### src/rtl/rf_arb_pkg.sv
// rf_arb_pkg: shared state encoding and timeout counter sizing for rf_access_arbiter
package rf_arb_pkg;
  localparam int ST_W     = 2;
  localparam int TO_CNT_W = 8;
  typedef enum logic [ST_W-1:0] {
    IDLE  = 2'd0,
    ISSUE = 2'd1,
    WAIT  = 2'd2,
    RESP  = 2'd3
  } state_t;
endpackage

### src/rtl/rr_arbiter.sv
// rr_arbiter: combinational round-robin pick, first request after i_last wins
module rr_arbiter #(
  parameter int N  = 2,
  parameter int IW = $clog2(N)
) (
  input  logic [N-1:0]  i_req,
  input  logic [IW-1:0] i_last,
  output logic [N-1:0]  o_grant,
  output logic [IW-1:0] o_idx
);
  // scan from farthest to nearest so the nearest request after i_last overwrites
  always_comb begin
    logic [IW:0] j;
    o_idx = '0;
    for (int i = N; i >= 1; i--) begin
      j = {1'b0, i_last} + (IW+1)'(i);
      if (j >= (IW+1)'(N)) j = j - (IW+1)'(N);
      if (i_req[j[IW-1:0]]) o_idx = j[IW-1:0];
    end
  end
  assign o_grant = (|i_req) ? (N'(1) << o_idx) : '0;
endmodule

### src/rtl/rf_access_arbiter.sv
// rf_access_arbiter: round-robin sharing of the Register_File port (optional macro RF_ARB_TIMEOUT_EN)
module rf_access_arbiter
  import rf_arb_pkg::*;
#(
  parameter int DATA_WIDTH  = 8,
  parameter int RF_ADDR     = 4,
  parameter int NUM_REQ     = 2,
  parameter int TIMEOUT_CYC = 15
) (
  input  logic                          CLK,
  input  logic                          RST,
  input  logic [NUM_REQ-1:0]            REQ_VALID,
  input  logic [NUM_REQ-1:0]            REQ_WR,
  input  logic [NUM_REQ*RF_ADDR-1:0]    REQ_ADDR,
  input  logic [NUM_REQ*DATA_WIDTH-1:0] REQ_WDATA,
  output logic [NUM_REQ-1:0]            REQ_READY,
  output logic [NUM_REQ-1:0]            RSP_VALID,
  output logic [DATA_WIDTH-1:0]         RSP_DATA,
  output logic                          RSP_ERR,
  output logic                          WrEn,
  output logic                          RdEn,
  output logic [RF_ADDR-1:0]            Address,
  output logic [DATA_WIDTH-1:0]         WrData,
  input  logic [DATA_WIDTH-1:0]         RdData,
  input  logic                          RdData_valid
);
  localparam int IW = $clog2(NUM_REQ);

  if (NUM_REQ < 2 || NUM_REQ > 8 || TIMEOUT_CYC < 1 || TIMEOUT_CYC >= 2**TO_CNT_W) begin : g_bad_cfg
    $error("rf_access_arbiter: unsupported parameter set");
  end

  state_t                r_state, w_next;
  logic [IW-1:0]         r_last, w_idx;
  logic [NUM_REQ-1:0]    w_grant;
  logic                  r_wr;
  logic [RF_ADDR-1:0]    r_addr;
  logic [DATA_WIDTH-1:0] r_wdata, r_rdata;
  logic                  w_timeout;
  logic                  w_accept, w_done;

  rr_arbiter #(.N(NUM_REQ), .IW(IW)) u_rr (
    .i_req   (REQ_VALID),
    .i_last  (r_last),
    .o_grant (w_grant),
    .o_idx   (w_idx)
  );

  assign w_accept = (r_state == IDLE) && (|REQ_VALID);
  assign w_done   = (r_state == WAIT) && (RdData_valid || w_timeout);
  assign Address  = r_addr;
  assign WrData   = r_wdata;
  assign RSP_DATA = r_rdata;

`ifdef RF_ARB_TIMEOUT_EN
  logic [TO_CNT_W-1:0] r_cnt;
  logic                r_err;
  assign w_timeout = (r_cnt == TO_CNT_W'(TIMEOUT_CYC - 1));
  // count WAIT cycles (zero outside WAIT, so it is clear on entry) and record why WAIT ended
  always_ff @(posedge CLK or negedge RST) begin
    if (!RST) begin
      r_cnt <= '0;
      r_err <= 1'b0;
    end else begin
      r_cnt <= (r_state == WAIT) ? r_cnt + 1'b1 : '0;
      if (r_state == WAIT) r_err <= ~RdData_valid;
    end
  end
`else
  assign w_timeout = 1'b0;
`endif

  // state register
  always_ff @(posedge CLK or negedge RST) begin
    if (!RST) r_state <= IDLE;
    else      r_state <= w_next;
  end

  // next state and decoded strobes; READY is masked while reset is held
  always_comb begin
    w_next    = r_state;
    REQ_READY = '0;
    RSP_VALID = '0;
    RSP_ERR   = 1'b0;
    WrEn      = 1'b0;
    RdEn      = 1'b0;
    case (r_state)
      IDLE: begin
        REQ_READY = RST ? w_grant : '0;
        if (|REQ_VALID) w_next = ISSUE;
      end
      ISSUE: begin
        WrEn   = r_wr;
        RdEn   = ~r_wr;
        w_next = r_wr ? IDLE : WAIT;
      end
      WAIT: if (RdData_valid || w_timeout) w_next = RESP;
      default: begin
        RSP_VALID = NUM_REQ'(1) << r_last;
`ifdef RF_ARB_TIMEOUT_EN
        RSP_ERR   = r_err;
`endif
        w_next    = IDLE;
      end
    endcase
  end

  // latch the winner's request and capture the read result (zero on timeout)
  always_ff @(posedge CLK or negedge RST) begin
    if (!RST) begin
      r_last  <= IW'(NUM_REQ - 1);
      r_wr    <= 1'b0;
      r_addr  <= '0;
      r_wdata <= '0;
      r_rdata <= '0;
    end else begin
      if (w_accept) begin
        r_last  <= w_idx;
        r_wr    <= REQ_WR[w_idx];
        r_addr  <= REQ_ADDR[w_idx*RF_ADDR +: RF_ADDR];
        r_wdata <= REQ_WDATA[w_idx*DATA_WIDTH +: DATA_WIDTH];
      end
      if (w_done) r_rdata <= RdData_valid ? RdData : '0;
    end
  end
endmodule

### config.mk
export PLATFORM = sky130hd
export DESIGN_NAME = rf_access_arbiter
export DESIGN_NICKNAME = d
export VERILOG_FILES = /design/src/rtl/rf_arb_pkg.sv /design/src/rtl/rr_arbiter.sv /design/src/rtl/rf_access_arbiter.sv
export SDC_FILE = /design/constraint.sdc
export NUM_CORES = 1
export LEC_CHECK = 0
export ABC_AREA = 1
export BUFFER_PORTS_ARGS = -buffer_cell sky130_fd_sc_hd__buf_4
export CAP_MARGIN = 20
export CORE_UTILIZATION = 40
export DETAILED_ROUTE_END_ITERATION = 7
export PLACE_DENSITY = 0.74
export SETUP_SLACK_MARGIN = 0.4
export SLEW_MARGIN = 25
export SYNTH_ARGS = -nofsm -noshare
export SYNTH_HDL_FRONTEND = slang
export SYNTH_SLANG_ARGS = --single-unit
### constraint.sdc
create_clock -name CLK -period 2.5 [get_ports CLK]
set_clock_uncertainty 0.2 [all_clocks]
set_input_delay 0.5 -clock CLK [delete_from_list [all_inputs] [get_ports CLK]]
set_output_delay 0.5 -clock CLK [all_outputs]
set_load 0.03 [all_outputs]
==> metrics.md <==
| Metric | Value |
|---|---|
| Worst R2R Path Depth | `3` |
| Pint | `1210 uW` |
| Clock slew at reported path FFs | `0.14 ns` |
| Chip Width | `58.0 um` |
| Inserted Diodes | `0` |
| CP Launch Point | `r_state[1]` |
| Worst vdd rail ir drop | `0.582 mV` |
| Worst reg2reg path startpoint | `r_state[0]` |
| Sw Pwr | `1010 uW` |
| Via count | `1,253` |
| DR iter-0 viols | `25` |
| Worst Hold Class | `input port to flop` |
| Final hold vios | `0` |
| Core ar. | `0.00285 mm2` |
| Critical path endpoint category | `output pin` |
| Overall power | `2210 uW` |
| Setup tns final | `0 ns` |
| Req. time, crit path | `1.80 ns` |
| Area occupied by multi-input gates | `458 um2` |
| Minimum clock period | `2.05 ns` |
| Most common cell after layout, fill and taps aside | `buf_4` |
| Root buffer cell | `clkbuf_4` |
| Number of buffers created by CTS | `3` |
| Final setup viols | `0` |
| Final non-filler cell total | `273` |
| Status | `finished with violations` |
| I/O pin count | `66` |
| Violated checks | `design-rule violations` |
| Startpoint types | `flop` |
| Largest net degree at the start of global routing | `25` |
| RSZ-0062 raised after global routing | `yes` |
| Area occupied by registers | `602 um2` |
| Synthesized area | `0.00125 mm2` |
| Grt ovf | `0` |
| Internal reg-to-reg setup slack | `0.97 ns` |
| CP arrival | `1.35 ns` |
| Crit Path Max Fanout | `4` |
| Fin. max-slew vios | `0` |
| Fin util | `65.0%` |
| Placer Congestion | `0.755` |
| Layout fillers | `279` |
| Antenna viol nets, final | `0` |
| Worst Hold Path Cells | `3` |
| Vias per std cell | `4.59` |
| DRC viols | `4` |
| Setup slack at placement | `0.560 ns` |
| Share of post-route cells with drive strength above 1 | `37.2%` |
| Number of synthesis warnings | `0` |
| Fmax achieved | `0.487 GHz` |
| Max-slew headroom | `64.2%` |
| Wirelength per Cell | `10.8 um` |
| Sw Share | `45.5%` |
| Area Overhead vs Synth | `48.0%` |
| Synthesized net count | `212` |
| Seq/Total Area, Yosys | `48.0%` |
| Hold Crit Start | `RdData[3]` |
| Die Area | `0.00336 mm2` |
| Inst Count DP | `265` |
| Reg2reg end | `RSP_DATA[4]` |
| Seq pwr share | `31.4%` |
| Setup ws final | `0.446 ns` |
| Hold EP | `RSP_DATA[3]` |
| Synth Instances | `173` |
| Dpl hpwl | `2130 um` |
| CP Class | `flop to output pin` |
| Unique masters post-synth | `18` |
| CTS tree | `built` |
| H-tree levels | `1` |
| Average size of a mapped cell | `7.25 um2` |
| Die Y | `58.0 um` |
| IO Port Bufs | `64` |
| Final period util | `82.2%` |
| First-pass GRT wire length | `4700 um` |
| GRT Overall Usage | `18.2%` |
| Vias in the first global route | `1,082` |
| Cell Rows | `19` |
| Starting Density | `43.9%` |
| Commonest non-fill, non-tap cells in the layout | `buf_4 (70), nand2_1 (49), inv_1 (37), nand3_1 (27), dfrtp_1 (23)` |
| Worst-case clock buffer depth | `2` |
| Clock Sinks | `24` |
| PD cells | `1190 mW/mm2` |
| Clock group share of total power | `12.7%` |
| # Max-Cap Violations | `0` |
| Comb power frac | `56.0%` |
| Initial antenna violation count | `0` |
| Leakage | `0.00113 uW` |
| Wirelength, routed | `2950 um` |
| Worst-Skew Late Latency | `0.31 ns` |
| First drt pass iteration count | `8` |
| Worst-margin pin slew | `0.535 ns` |
| Flops & latches, synth | `24` |
| Final #Nets | `282` |
metal layers:
| layer | GRT usage, % | vias up | wire length (um) |
|---|---|---|---|
| met2 | 30.7 | 54 | 1390 |
| met3 | 3.79 | 2 | 248 |
| met1 | 24.1 | 547 | 1300 |
| li1 | - | 650 | - |
| met5 | 0 | - | 0 |
| met4 | 4.08 | 0 | 12 |
what timing repair did:
action / in CTS / in global routing
gates cloned: 0 / 0
gates resized for setup: 2 / 5
endpoints found under the setup margin: 1 / 2
buffers inserted: 0 / 3
endpoints found under the hold margin: 23 / 0
hold buffers: 1 / 0
pin swaps: 0 / 2
worst max-delay path by stage:
stage | to | slack [ns] | depth (start not counted)
finish | REQ_READY[0] | 0.45 | 6
global route | REQ_READY[0] | 0.37 | 6
global placement | REQ_READY[0] | 0.61 | 6
detailed placement | REQ_READY[1] | 0.56 | 6
floorplan | REQ_READY[1] | 0.53 | 5
CTS | REQ_READY[0] | 0.41 | 5
power groups by stage:
stage          clock [uW]  sequential, uW  combinational (uW)
2_1_floorplan           0             999                 460
3_3_place_gp            0             694                1180
3_5_place_dp            0             695                1200
4_1_cts               285             693                1200
5_1_grt               299             716                1340
6_report              280             694                1240
cell type report:
type | count | share of cell area, %
inverters | 42 | 8.50
well taps | 31 | 2.09
clock buffers | 3 | 1.21
multi-input cells | 100 | 24.7
repair buffers | 72 | 29.5
clock inverters | 1 | 1.62
flip-flops and latches | 24 | 32.4
registers in the layout, summed over array words and instances, names as in the netlist:
signal,cells
r_wr,1
RSP_DATA,8
r_last,1
Address,4
r_state,2
WrData,8
per-stage QoR:
step                      area (um2)  hold WS (ns)
after global routing            1860         0.233
final                           1860         0.237
after floorplan                 1250       0.00441
after global placement          1750         0.264
after CTS                       1820         0.234
after detailed placement        1750         0.266
logic make-up (layout without fill, tap and decap cells):
kind of cell / Yosys count / after routing / share of synthesized area, %
AOI/OAI and AO/OA: 10 / 10 / 4.19
buffers and inverters: 49 / 118 / 16.5
DFF: 24 / 24 / 48.0
other: 1 / 1 / 0.299
and+or+nand+nor: 89 / 89 / 31.0
Yosys cell counts:
master    number  area [um2]
nand2_1       53         199
inv_1         38         143
nand3_1       27         135
dfrtp_1       23         576
o21ai_0        9        45.0
inv_2          4        15.0
buf_2          3        15.0
buf_4          3        22.5
nor2_1         3        11.3
nor3_1         2        10.0
buf_6          1        11.3
conb_1         1        3.75
dfstp_2        1        26.3
nand2_2        1        6.26
nor2_2         1        6.26
nor2_4         1        11.3
nor3_2         1        10.0
o21bai_1       1        7.51
worst max-delay path: stages (launching register included):
cell,delay [ns]
dfrtp_1,0.42
inv_2,0.09
nand2_2,0.09
inv_2,0.07
nand2_2,0.06
nor3_2,0.14
buf_4,0.17
No activity file was read; power rests on OpenSTA's default activity.
